[src/rtl/apb_master_arbiter_pkg.sv]
// Shared types and defaults for the two-requester APB master.
package apb_master_arbiter_pkg;

    typedef enum logic [1:0] {IDLE, SETUP, ACCESS, ERR} apb_mst_state_e;

    localparam int unsigned DEF_NUM_SLV = 4;
    localparam logic [15:0] DEF_BASE_HI = 16'h1000;
    localparam int unsigned DEF_TIMEOUT = 16;
    localparam int unsigned SEL_LSB     = 12;

    // An access is valid when the upper half matches the window and the slave index exists.
    function automatic logic decode_ok(input logic [31:0] addr, input logic [15:0] base_hi,
                                       input int unsigned num_slv);
        return (addr[31:16] == base_hi) && ({28'h0, addr[SEL_LSB +: 4]} < num_slv);
    endfunction

endpackage

[src/rtl/apb_master_arbiter_if.sv]
// Requester-side and APB-side signal bundle for apb_master_arbiter.
interface apb_master_arbiter_if #(
    parameter int unsigned NUM_SLV = apb_master_arbiter_pkg::DEF_NUM_SLV
);
    logic [1:0]                m_req;
    logic [1:0]                m_write;
    logic [1:0][31:0]          m_addr;
    logic [1:0][31:0]          m_wdata;
    logic [1:0][31:0]          m_rdata;
    logic [1:0]                m_done;
    logic [1:0]                m_err;
    logic [31:0]               PADDR;
    logic [31:0]               PWDATA;
    logic                      PWRITE;
    logic                      PENABLE;
    logic [NUM_SLV-1:0]        PSEL;
    logic [NUM_SLV-1:0][31:0]  PRDATA;
    logic [NUM_SLV-1:0]        PREADY;

    modport master (
        input  m_req, m_write, m_addr, m_wdata, PRDATA, PREADY,
        output m_rdata, m_done, m_err, PADDR, PWDATA, PWRITE, PENABLE, PSEL
    );

    modport slave (
        output m_req, m_write, m_addr, m_wdata, PRDATA, PREADY,
        input  m_rdata, m_done, m_err, PADDR, PWDATA, PWRITE, PENABLE, PSEL
    );
endinterface

[src/rtl/apb_master_arbiter_rr.sv]
// Two-way round-robin arbiter; last_grant resets to 1 so requester 0 wins the first tie.
module apb_master_arbiter_rr (
    input  logic       PCLK,
    input  logic       PRESET,
    input  logic [1:0] eligible,
    input  logic       gnt_stb,
    output logic       gnt_idx,
    output logic       valid
);
    logic last_grant;

    always_ff @(posedge PCLK or posedge PRESET) begin
        if (PRESET) begin
            last_grant <= 1'b1;
        end else if (gnt_stb) begin
            last_grant <= gnt_idx;
        end
    end

    always_comb begin
        valid   = |eligible;
        gnt_idx = (eligible == 2'b11) ? ~last_grant : eligible[1];
    end
endmodule

[src/rtl/apb_master_arbiter.sv]
// APB master shared by two requesters: round-robin grant, one-hot decode, SETUP/ACCESS sequencing.
module apb_master_arbiter
    import apb_master_arbiter_pkg::*;
#(
    parameter int unsigned NUM_SLV = DEF_NUM_SLV,
    parameter logic [15:0] BASE_HI = DEF_BASE_HI,
    parameter int unsigned TIMEOUT = DEF_TIMEOUT
) (
    input  logic                 PCLK,
    input  logic                 PRESET,
    apb_master_arbiter_if.master bus
);
    localparam int unsigned CW = (TIMEOUT > 2) ? $clog2(TIMEOUT) : 1;

    apb_mst_state_e     state_q, state_n;
    logic               gidx_q, gidx_n;
    logic [CW-1:0]      wcnt_q, wcnt_n;
    logic [31:0]        paddr_q, paddr_n, pwdata_q, pwdata_n;
    logic               pwrite_q, pwrite_n, penable_q, penable_n;
    logic [NUM_SLV-1:0] psel_q, psel_n;
    logic [1:0][31:0]   m_rdata_q, m_rdata_n;
    logic [1:0]         m_done_q, m_done_n, m_err_q, m_err_n;

    logic               gnt_stb, arb_idx, arb_valid, sel_ready;
    logic [31:0]        req_addr, rd_sel;

    apb_master_arbiter_rr u_rr (
        .PCLK     (PCLK),
        .PRESET   (PRESET),
        .eligible (bus.m_req & ~m_done_q),
        .gnt_stb  (gnt_stb),
        .gnt_idx  (arb_idx),
        .valid    (arb_valid)
    );

    assign req_addr  = bus.m_addr[arb_idx];
    // PSEL is one-hot, so masking with it picks the selected slave's lane only.
    assign sel_ready = |(bus.PREADY & psel_q);

    always_comb begin
        rd_sel = '0;
        for (int unsigned i = 0; i < NUM_SLV; i++) begin
            if (psel_q[i]) rd_sel |= bus.PRDATA[i];
        end
    end

    always_comb begin
        state_n   = state_q;
        gidx_n    = gidx_q;
        wcnt_n    = wcnt_q;
        paddr_n   = paddr_q;
        pwdata_n  = pwdata_q;
        pwrite_n  = pwrite_q;
        penable_n = penable_q;
        psel_n    = psel_q;
        m_rdata_n = m_rdata_q;
        m_done_n  = '0;
        m_err_n   = '0;
        gnt_stb   = 1'b0;
        case (state_q)
            IDLE: begin
                if (arb_valid) begin
                    gnt_stb = 1'b1;
                    gidx_n  = arb_idx;
                    if (decode_ok(req_addr, BASE_HI, NUM_SLV)) begin
                        paddr_n  = req_addr;
                        pwdata_n = bus.m_wdata[arb_idx];
                        pwrite_n = bus.m_write[arb_idx];
                        psel_n   = NUM_SLV'(1) << req_addr[SEL_LSB +: 4];
                        state_n  = SETUP;
                    end else begin
                        state_n  = ERR;
                    end
                end
            end
            SETUP: begin
                penable_n = 1'b1;
                wcnt_n    = '0;
                state_n   = ACCESS;
            end
            ACCESS: begin
                if (sel_ready) begin
                    psel_n           = '0;
                    penable_n        = 1'b0;
                    m_done_n[gidx_q] = 1'b1;
                    if (!pwrite_q) m_rdata_n[gidx_q] = rd_sel;
                    state_n          = IDLE;
                end else if (wcnt_q == CW'(TIMEOUT - 1)) begin
                    psel_n            = '0;
                    penable_n         = 1'b0;
                    m_done_n[gidx_q]  = 1'b1;
                    m_err_n[gidx_q]   = 1'b1;
                    m_rdata_n[gidx_q] = '0;
                    state_n           = IDLE;
                end else begin
                    wcnt_n = wcnt_q + 1'b1;
                end
            end
            ERR: begin
                m_done_n[gidx_q]  = 1'b1;
                m_err_n[gidx_q]   = 1'b1;
                m_rdata_n[gidx_q] = '0;
                state_n           = IDLE;
            end
            default: state_n = IDLE;
        endcase
    end

    always_ff @(posedge PCLK or posedge PRESET) begin
        if (PRESET) begin
            state_q   <= IDLE;
            gidx_q    <= 1'b0;
            wcnt_q    <= '0;
            paddr_q   <= '0;
            pwdata_q  <= '0;
            pwrite_q  <= 1'b0;
            penable_q <= 1'b0;
            psel_q    <= '0;
            m_rdata_q <= '0;
            m_done_q  <= '0;
            m_err_q   <= '0;
        end else begin
            state_q   <= state_n;
            gidx_q    <= gidx_n;
            wcnt_q    <= wcnt_n;
            paddr_q   <= paddr_n;
            pwdata_q  <= pwdata_n;
            pwrite_q  <= pwrite_n;
            penable_q <= penable_n;
            psel_q    <= psel_n;
            m_rdata_q <= m_rdata_n;
            m_done_q  <= m_done_n;
            m_err_q   <= m_err_n;
        end
    end

    assign bus.PADDR   = paddr_q;
    assign bus.PWDATA  = pwdata_q;
    assign bus.PWRITE  = pwrite_q;
    assign bus.PENABLE = penable_q;
    assign bus.PSEL    = psel_q;
    assign bus.m_rdata = m_rdata_q;
    assign bus.m_done  = m_done_q;
    assign bus.m_err   = m_err_q;
endmodule

[src/flat_wrapper.sv]
// flat-port wrapper written by rule: the top's interface ports become plain ports
module apb_master_arbiter_flat import apb_master_arbiter_pkg::*;
#(
    parameter int unsigned NUM_SLV = DEF_NUM_SLV,
    parameter logic [15:0] BASE_HI = DEF_BASE_HI,
    parameter int unsigned TIMEOUT = DEF_TIMEOUT
)
  (PCLK, PRESET, bus_m_req, bus_m_write, bus_m_addr, bus_m_wdata, bus_PRDATA, bus_PREADY, bus_m_rdata, bus_m_done, bus_m_err, bus_PADDR, bus_PWDATA, bus_PWRITE, bus_PENABLE, bus_PSEL);
  apb_master_arbiter_if #(.NUM_SLV(NUM_SLV)) bus_i ();
  input  logic PCLK;
  input  logic PRESET;
  input wire logic [$bits(bus_i.m_req)-1:0] bus_m_req;
  input wire logic [$bits(bus_i.m_write)-1:0] bus_m_write;
  input wire logic [$bits(bus_i.m_addr)-1:0] bus_m_addr;
  input wire logic [$bits(bus_i.m_wdata)-1:0] bus_m_wdata;
  input wire logic [$bits(bus_i.PRDATA)-1:0] bus_PRDATA;
  input wire logic [$bits(bus_i.PREADY)-1:0] bus_PREADY;
  output wire logic [$bits(bus_i.m_rdata)-1:0] bus_m_rdata;
  output wire logic [$bits(bus_i.m_done)-1:0] bus_m_done;
  output wire logic [$bits(bus_i.m_err)-1:0] bus_m_err;
  output wire logic [$bits(bus_i.PADDR)-1:0] bus_PADDR;
  output wire logic [$bits(bus_i.PWDATA)-1:0] bus_PWDATA;
  output wire logic [$bits(bus_i.PWRITE)-1:0] bus_PWRITE;
  output wire logic [$bits(bus_i.PENABLE)-1:0] bus_PENABLE;
  output wire logic [$bits(bus_i.PSEL)-1:0] bus_PSEL;
  assign bus_i.m_req = bus_m_req;
  assign bus_i.m_write = bus_m_write;
  assign bus_i.m_addr = bus_m_addr;
  assign bus_i.m_wdata = bus_m_wdata;
  assign bus_i.PRDATA = bus_PRDATA;
  assign bus_i.PREADY = bus_PREADY;
  assign bus_m_rdata = bus_i.m_rdata;
  assign bus_m_done = bus_i.m_done;
  assign bus_m_err = bus_i.m_err;
  assign bus_PADDR = bus_i.PADDR;
  assign bus_PWDATA = bus_i.PWDATA;
  assign bus_PWRITE = bus_i.PWRITE;
  assign bus_PENABLE = bus_i.PENABLE;
  assign bus_PSEL = bus_i.PSEL;
  apb_master_arbiter #(.NUM_SLV(NUM_SLV), .BASE_HI(BASE_HI), .TIMEOUT(TIMEOUT)) u_core (.PCLK(PCLK), .PRESET(PRESET), .bus(bus_i));
endmodule
[config.mk]
export PLATFORM = sky130hd
export DESIGN_NAME = apb_master_arbiter_flat
export DESIGN_NICKNAME = d
export VERILOG_FILES = /design/src/rtl/apb_master_arbiter_pkg.sv /design/src/rtl/apb_master_arbiter_if.sv /design/src/rtl/apb_master_arbiter_rr.sv /design/src/rtl/apb_master_arbiter.sv /design/src/flat_wrapper.sv
export SDC_FILE = /design/constraint.sdc
export NUM_CORES = 1
export LEC_CHECK = 0
export ABC_AREA = 0
export BUFFER_PORTS_ARGS = -buffer_cell sky130_fd_sc_hd__buf_2
export CAP_MARGIN = 20
export CELL_PAD_IN_SITES_DETAIL_PLACEMENT = 0
export CELL_PAD_IN_SITES_GLOBAL_PLACEMENT = 1
export CORE_AREA = 4 4 157 159
export CTS_CLUSTER_SIZE = 16
export DETAILED_ROUTE_END_ITERATION = 6
export DIE_AREA = 0 0 161 163
export GPL_TIMING_DRIVEN = 0
export HOLD_SLACK_MARGIN = 0.1
export PLACE_DENSITY = 0.82
export SETUP_SLACK_MARGIN = 0.05
export SYNTH_ARGS = -nofsm -noshare
export SYNTH_HDL_FRONTEND = slang
export SYNTH_SLANG_ARGS = --single-unit
export TNS_END_PERCENT = 5
[constraint.sdc]
create_clock -name PCLK -period 12.07 [get_ports PCLK]
set_input_delay 0.6035 -clock PCLK [delete_from_list [all_inputs] [get_ports PCLK]]
set_output_delay 0.6035 -clock PCLK [all_outputs]
set_load 0.01 [all_outputs]
# == Word level (Yosys, flattened, before mapping) ==
# Cells that the tools add are included.
# Widths: inputs -> output; s select.
# op_classes
n_addsub,1
magnitude_cmp,4
n_eq_ne,12
shifts,1
muxes,43
n_bitwise,9
reduce_logical,15
# ops
cell,n
$mux 32,9
$mux 64,3
$pmux 64 s2,1
$or 32x32->32,3
$and 64x64->64,1
$bwmux 64,1
$not 64->64,1
$demux 32 s1,1
$mux 4,6
$eq 16x13->1 const B,1
$pmux 4 s2,2
$mux 2,7
$reduce_and 3->1,3
$mux 1,8
$pmux 2 s2,2
$pmux 2 s4,1
$eq 2x2->1 const B,3
$reduce_and 2->1,3
$reduce_bool 2->1,3
$add 4x1->4 const B,1
$and 4x4->4,1
$eq 4x4->1 const B,1
$lt 1x2->1 const B,2
$lt 4x3->1 const B,1
17 further kinds,20
# word_totals
reg_bits,146
in_bits,266
out_inout_bits,138

# == Logic depth before layout (Yosys ltp) ==
# Gate-level depths: netlist of run 1.
# logic_depth
word_depth,11
mapped_depth,8
ltp_nobuf,6

# == Hierarchy ==
# A second synthesis of run 1 with hierarchy kept.
# hier_totals
cells_unflattened,654
area_unflattened_um2,7128.1
# modules_own_cells
module,instances,cells_per_inst,area_each_um2,seq_area_each_um2
apb_master_arbiter,1,649,7065.5,3628.5
apb_master_arbiter_rr,1,5,62.6,26.3

# == Worst setup path after synthesis of run 1 ==
# No wires, ideal clock.
# synth_path
path_kind,input -> register
from,in bus_m_addr[59]
to,reg u_core.paddr_q[14] (netlist: u_core.bus.PADDR[14])
arrival_ps,2122
path_slack_ps,9829
path_stages,6
path_buffers,1
cell_sequence,or4_1 > nor4b_2 > o2bb2ai_2 > nand2_1 > clkbuf_1 > and2_1
# synth_between
elab_chain_len,5
# synth_lines
element,line_no,text
from (decl),flat_wrapper.sv:14,input wire logic [$bits(bus_i.m_addr)-1:0] bus_m_addr;
$mux 32 (implied by the code) (2 in series),apb_master_arbiter.sv:36,assign req_addr = bus.m_addr[arb_idx];
$eq 16x13->1,apb_master_arbiter_pkg.sv:14,"return (addr[31:16] == base_hi) && ({28'h0, addr[SEL_LSB +: 4]} < num_slv);"
$logic_and 1x1->1,apb_master_arbiter_pkg.sv:14,
$reduce_and 3->1 (no source line),--,
to (signal assigned),apb_master_arbiter.sv:126,paddr_q <= paddr_n;
to (decl),apb_master_arbiter.sv:18,"logic [31:0] paddr_q, paddr_n, pwdata_q, pwdata_n;"
# No other way between the ends. The select of a mux whose other input is x is not followed.
# A chain may end at the register's enable or synchronous reset.

# == Worst setup path after layout of run 1 ==
# layout_path
from,reg u_core.psel_q[3] (netlist: u_core.bus.PSEL[3])
to,"reg u_core.m_rdata_q, in the netlist u_core.bus.m_rdata[52]"
# layout_between
elab_chain_len,5
word_cells_on_any_way,10
cone_classes,2 x eq/ne; 5 x mux; 1 x bitwise; 2 x reduce/logical
# layout_lines
element,line_no,text
from (decl),apb_master_arbiter.sv:20,"logic [NUM_SLV-1:0] psel_q, psel_n;"
from (signal assigned),apb_master_arbiter.sv:130,psel_q <= psel_n;
$mux 32,apb_master_arbiter.sv:43,if (psel_q[i]) rd_sel |= bus.PRDATA[i];
$bwmux 64,apb_master_arbiter.sv:86,if (!pwrite_q) m_rdata_n[gidx_q] = rd_sel;
$mux 64,apb_master_arbiter.sv:86,
$mux 64,apb_master_arbiter.sv:82,if (sel_ready) begin
$pmux 64 s2,apb_master_arbiter.sv:60,case (state_q)
to (signal assigned),apb_master_arbiter.sv:131,m_rdata_q <= m_rdata_n;
to (decl),apb_master_arbiter.sv:21,"logic [1:0][31:0] m_rdata_q, m_rdata_n;"
# Several ways; a longest one is shown, not always the timed one. The select of a mux whose other input is x is not followed.

==> flow_metrics.py, run 1 <==
metrics = {
    "placement": {
        "place_inst": 1404,
        "place_area_um2": 9340,
        "dp_slack_ns": 9.26,
        "dp_hpwl_um": 21800,
        "port_buffers": 403,
        "gp_congestion": 0.870,
    },
    "final_layout": {
        "num-fill-cells": 2384,
        "drive_above_1_share_pct": 41.1,
        "nets": 1375,
        "antenna_cells": 0,
        "finalInstanceArea_um2": 9930,
        "syn_to_final_growth_pct": 44.1,
        "layout_commonest_cell": "buf_2",
        "final_cells": 1436,
        "fin_util_pct": 42.7,
        "mostFrequentLayoutCells": "buf_2, dfrtp_1, nand2_1",
    },
    "timing": {
        "setup_tns_ns": 0,
        "fin_worst_skew_ns": 0.00821,
        "finalCritPeriodShare_pct": 23.2,
        "setup_violations": 0,
        "min_period_ns": 2.80,
        "hold_ws_ns": 0.244,
        "slew_viol_final": 0,
        "hold_violations": 0,
        "slew_headroom_pct": 53.3,
        "max_freq_mhz": 358,
        "rsz0062_at_grt": "no",
        "worst_slack_ns": 9.27,
        "tightest_slew_ns": 0.699,
    },
    "pwr": {
        "power_mw": 1.38,
        "p_leak_nw": 5.38,
        "ir_worst_vdd_v": 0.0000730,
        "p_per_area_nw_per_um2": 139,
    },
    "floorplanning": {
        "io_pins": 404,
        "std_cell_rows": 56,
        "die_h_um": 163,
        "initial_utilization_pct": 29.6,
        "dieWidth_um": 161,
        "core_um2": 23300,
        "dieArea_um2": 26200,
    },
    "hold_path": {
        "hp-class": "input port to async pin",
    },
    "setup_path": {
        "cp.arrival_ns": 3.14,
        "reg2regPathDepth": 7,
        "reg2reg_setup_slack_ns": 9.27,
        "cp_data_required_time_ns": 12.42,
        "endpoint_kind": "flip-flop",
        "critical_path.startpoint_type": "flip-flop",
        "crit_fanout": 10,
        "crit_type": "flip-flop to flip-flop",
    },
    "cts": {
        "path_clk_slew_ns": 0.07,
        "cts_buffers": 17,
        "cts_setup_buffers": 0,
        "holdBufCountCts": 0,
        "cts_tree": "done",
        "clockRootBuffer": "clkbuf_16",
        "cts.htree.levels": 4,
        "clk_latency_ns": 0.42,
        "cts.sinks": 146,
        "ctsResizeCount": 0,
        "ctsLongestPathBuffers": 2,
    },
    "synthesis": {
        "yosysWarnings": 0,
        "postSynthCellCount": 681,
        "yosysSeqAreaShare_pct": 53.0,
        "synth_cell_types": 43,
        "synth_ff_type": "dfrtp_1",
        "syn-num-nets": 952,
        "async_reset_ff_share_pct": 100,
        "syn_area_per_cell_um2": 10.1,
        "synth.cell_area_um2": 6890,
        "ys_seq_elements": 146,
        "synth-edff-count": 0,
    },
    "drt": {
        "drt-total-wl_um": 28200,
        "drc": 0,
        "drt-vias-per-instance": 5.14,
        "detail_route.first_pass.iterations": 5,
        "vias": 7376,
        "wl_per_cell_um": 19.7,
        "drt_first_iter_violations": 674,
        "ant_nets": 0,
    },
    "grt": {
        "antenna_found_initial": 0,
        "grt_max_degree": 90,
        "grt-ovfl-total": 0,
        "grt_pass1_vias": 7252,
        "grtUsageTotal_pct": 20.6,
        "grt_pass1_wl_um": 42200,
    },
    "run_status": {
        "status": "complete, no violations",
    },
    "job": {
        "max-cap-violations": 0,
    },
}
synth_stat cells (8+ instances only):
cell	number	share of area, %
dfrtp_1	145	53
nand2_1	135	7.4
a22oi_1	66	7.2
a22o_1	65	8.3
a21oi_1	54	3.9
clkbuf_1	50	2.7
a41oi_1	47	6.0
and2_1	19	1.7
buf_2	12	0.87
inv_1	8	0.44
nor2_1	8	0.44
critical path, stage by stage, from the launching register on:
cell and delay (ns):
dfrtp_1 0.34, clkbuf_1 0.44, a22oi_1 0.20, and2_1 0.20
clkbuf_1 0.16, nor3b_1 0.62, clkbuf_1 0.53, a22o_1 0.23
layout make-up:
cell class | instances | area (um2) | area share, %
repair buffers | 404 | 2040 | 20.6
multi-input cells | 462 | 2930 | 29.5
plain buffers | 65 | 274 | 2.76
clock inverters | 15 | 164 | 1.65
flip-flops and latches | 146 | 3650 | 36.8
clock buffers | 17 | 425 | 4.28
inverters | 8 | 35.0 | 0.353
well taps | 319 | 399 | 4.02
worst paths after layout:
check / start / to
max in group asynchronous: PRESET / u_core.bus.m_rdata[14]
min in group PCLK: bus_m_wdata[63] / u_core.bus.PWDATA[31]
hold / removal: PRESET / u_core.bus.PWDATA[9]
setup / recovery: u_core.bus.PSEL[3] / u_core.bus.m_rdata[52]
setup reg to reg: u_core.bus.PSEL[3] / u_core.bus.m_rdata[52]
hold reg to reg: u_core.bus.PADDR[28] / u_core.bus.PADDR[28]
power by group:
part,internal (mW),switching [mW],total (mW)
registers,0.504,0.00858,0.513
logic,0.101,0.233,0.334
clock network,0.294,0.241,0.534
state kept, by name, summed over array words and instances (netlist names):
signal	count
u_core.bus.m_done	2
u_core.state_q	2
u_core.gidx_q	1
u_core.bus.m_err	2
u_core.bus.PWRITE	1
u_core.u_rr.last_grant	1
u_core.bus.PADDR	32
u_core.bus.PWDATA	32
u_core.bus.PSEL	4
u_core.bus.PENABLE	1
u_core.wcnt_q	4
u_core.bus.m_rdata	64
metal layers:
layer	vias up	routed length [um]	track usage, %	share of wire, %
met3	30	2100	5.21	7.5
met4	0	511	6.40	1.8
met5	-	0	0	0
li1	3395	-	-	-
met2	312	13500	31.9	48
met1	3639	12100	28.5	43
kinds of logic (layout without fill, tap and decap cells):
logic type	count (synthesis)	after routing	synth area share [%]
simple gates	202	202	13.6
mux	7	7	1.13
fa+ha+maj	5	5	0.908
flops	146	146	53.0
compound gates	248	248	26.9
buf+inv	73	509	4.41
Power figures use the tool's default switching activity.
==> run 2, diff against run 1 <==
CORE_AREA = not set   (was 4 4 157 159)
CORE_ASPECT_RATIO = 0.9   (was not set)
CORE_MARGIN = 4   (was not set)
CORE_UTILIZATION = 32   (was not set)
DIE_AREA = not set   (was 0 0 161 163)
PLACE_DENSITY = 0.88   (was 0.82)
clock period = 2.58 ns   (was 12.07 ns; I/O delays follow)
==> flow_metrics.py, run 2 (same netlist as run 1, synthesis figures left out) <==
metrics = {
    "setup_path": {
        "crit_fanout": 10,
        "critical_path.startpoint_type": "flip-flop",
        "reg2regPathDepth": 8,
        "cp_data_required_time_ns": 2.88,
        "worstReg2RegEnd": "u_core.bus.m_rdata[52]",
        "rr_startpoint": "u_core.bus.PSEL[1]",
        "endpoint_kind": "flip-flop",
        "cp.arrival_ns": 2.72,
        "reg2reg_setup_slack_ns": 0.17,
        "crit_type": "flip-flop to flip-flop",
    },
    "grt": {
        "grtUsageTotal_pct": 24.9,
        "antenna_found_initial": 2,
        "grt-ovfl-total": 0,
        "grt_pass1_wl_um": 47200,
        "grt_max_degree": 39,
        "grt_pass1_vias": 8489,
    },
    "drt": {
        "drc": 0,
        "drt_first_iter_violations": 694,
        "wl_per_cell_um": 20.3,
        "ant_nets": 0,
        "drt-vias-per-instance": 5.38,
        "vias": 8336,
        "detail_route.first_pass.iterations": 7,
        "drt-total-wl_um": 31400,
    },
    "pwr": {
        "combinationalPowerShare_pct": 26.5,
        "p_sw_share_pct": 33.9,
        "p_clk_share_pct": 37.7,
        "seqPwrFrac_pct": 35.8,
        "p_leak_nw": 6.04,
        "p_switching_mw": 2.27,
        "p_int_mw": 4.43,
        "p_per_area_nw_per_um2": 588,
        "ir_worst_vdd_v": 0.000384,
    },
    "final_layout": {
        "layout_commonest_cell": "buf_2",
        "largest_register_ff_count": 64,
        "nets": 1521,
        "drive_above_1_share_pct": 37.8,
        "finalInstanceArea_um2": 11400,
        "antenna_cells": 0,
        "syn_to_final_growth_pct": 65.4,
        "final_cells": 1549,
        "mostFrequentLayoutCells": "buf_2, dlygate4sd3_1, dfrtp_1",
    },
    "placement": {
        "port_buffers": 403,
        "dp_hpwl_um": 22400,
        "gp_congestion": 0.952,
        "place_area_um2": 9330,
        "place_inst": 1373,
    },
    "cts": {
        "cts_buffers": 17,
        "cts.sinks": 146,
        "path_clk_slew_ns": 0.06,
        "ctsLongestPathBuffers": 2,
        "clockRootBuffer": "clkbuf_16",
        "cts_setup_buffers": 0,
        "cts_tree": "done",
        "clk_latency_ns": 0.42,
        "cts.htree.levels": 4,
    },
    "floorplanning": {
        "std_cell_rows": 50,
        "dieArea_um2": 24000,
        "dieWidth_um": 163,
        "io_pins": 404,
        "die_h_um": 147,
        "core_um2": 21000,
        "initial_utilization_pct": 32.9,
    },
    "timing": {
        "setup_tns_ns": 0,
        "slew_viol_final": 0,
        "rsz0062_at_grt": "yes",
        "setup_violations": 0,
        "min_period_ns": 2.41,
        "tightest_slew_ns": 0.816,
        "hold_violations": 0,
        "max_freq_mhz": 414,
        "slew_headroom_pct": 45.5,
        "finalCritPeriodShare_pct": 93.6,
        "fin_worst_skew_ns": 0.0124,
    },
    "job": {
        "max-cap-violations": 0,
    },
    "hold_path": {
        "worstHoldPathCells": 4,
        "holdPathEnd": "u_core.bus.m_rdata[24]",
        "hp-start": "bus_PRDATA[56]",
        "hp-class": "input port to flip-flop",
    },
    "run_status": {
        "status": "complete, no violations",
    },
}
==> run 2: cell types whose count changed in the layout (fill, tap and decap cells not counted), moves of 2 or more <==
cell           change
dlygate4sd3_1    +145
buf_12             +3
inv_8              -2
clkbuf_1          -15
clkbuf_2          +15
==> run 2: what timing repair did <==
| action | 4_1_cts | 5_1_grt |
|---|---|---|
| hold buffers | 145 | 0 |
| setup endpoints to repair | 54 | 90 |
| endpoints found under the hold margin | 120 | 0 |
| gates resized for setup | 8 | 15 |
==> run 2: final cells by class <==
cell class,count,area [um2]
Timing Repair Buffer,551,3530
Clock buffer,17,425
Fill cell,1872,9560
Tap cell,286,358
Clock inverter,15,170
Multi-Input combinational cell,462,2940
Sequential cell,146,3650
Inverter,8,33.8
Buffer,64,289
==> run 2: routing by layer <==
metal | wire [um] | vias up | GRT usage, %
met2 | 14900 | 486 | 39.6
met1 | 12800 | 4053 | 32.4
li1 | - | 3691 | -
met3 | 2540 | 102 | 6.12
met4 | 1200 | 4 | 10.6
met5 | 27 | - | 0
==> run 2: metrics by stage <==
step                      power, mW  hold WS, ns  worst slack, ns  util (%)
after global routing           7.02        0.118          -0.0608      54.4
after CTS                      6.71        0.100           0.0943      54.4
after detailed placement       4.00        0.323          -0.0616      44.5
after global placement         3.98        0.420           -0.378      44.2
final                          6.70        0.113            0.165      54.4
after floorplan                3.36        0.309            0.601         -
==> run 2: power groups by stage <==
stage	sequential [mW]	combinational [mW]	clock (mW)
after floorplan	2.44	0.914	0
after global placement	2.44	1.54	0
after detailed placement	2.44	1.56	0
after CTS	2.40	1.73	2.57
after global routing	2.41	1.93	2.68
final	2.40	1.77	2.53
==> run 2: critical path: stages (launching register included) <==
cell	delay, ns
dfrtp_1	0.35
clkbuf_1	0.33
a22oi_1	0.21
and2_1	0.19
clkbuf_1	0.16
o211ai_1	0.26
nand3b_1	0.20
clkbuf_2	0.30
a22o_1	0.30
==> run 2: how the worst max path moves through the flow <==
stage / start / to / slack (ns) / depth (start not counted)
2_1_floorplan: u_core.state_q[0] / u_core.bus.m_rdata[33] / 0.60 / 7
3_3_place_gp: PRESET / u_core.bus.PWDATA[1] / -0.38 / 2
5_1_grt: u_core.bus.PSEL[1] / u_core.bus.m_rdata[51] / -0.06 / 8
6_report: u_core.bus.PSEL[1] / u_core.bus.m_rdata[52] / 0.17 / 8
4_1_cts: u_core.bus.m_done[1] / u_core.bus.PADDR[0] / 0.09 / 8
3_5_place_dp: u_core.bus.m_done[1] / u_core.bus.PADDR[1] / -0.06 / 8
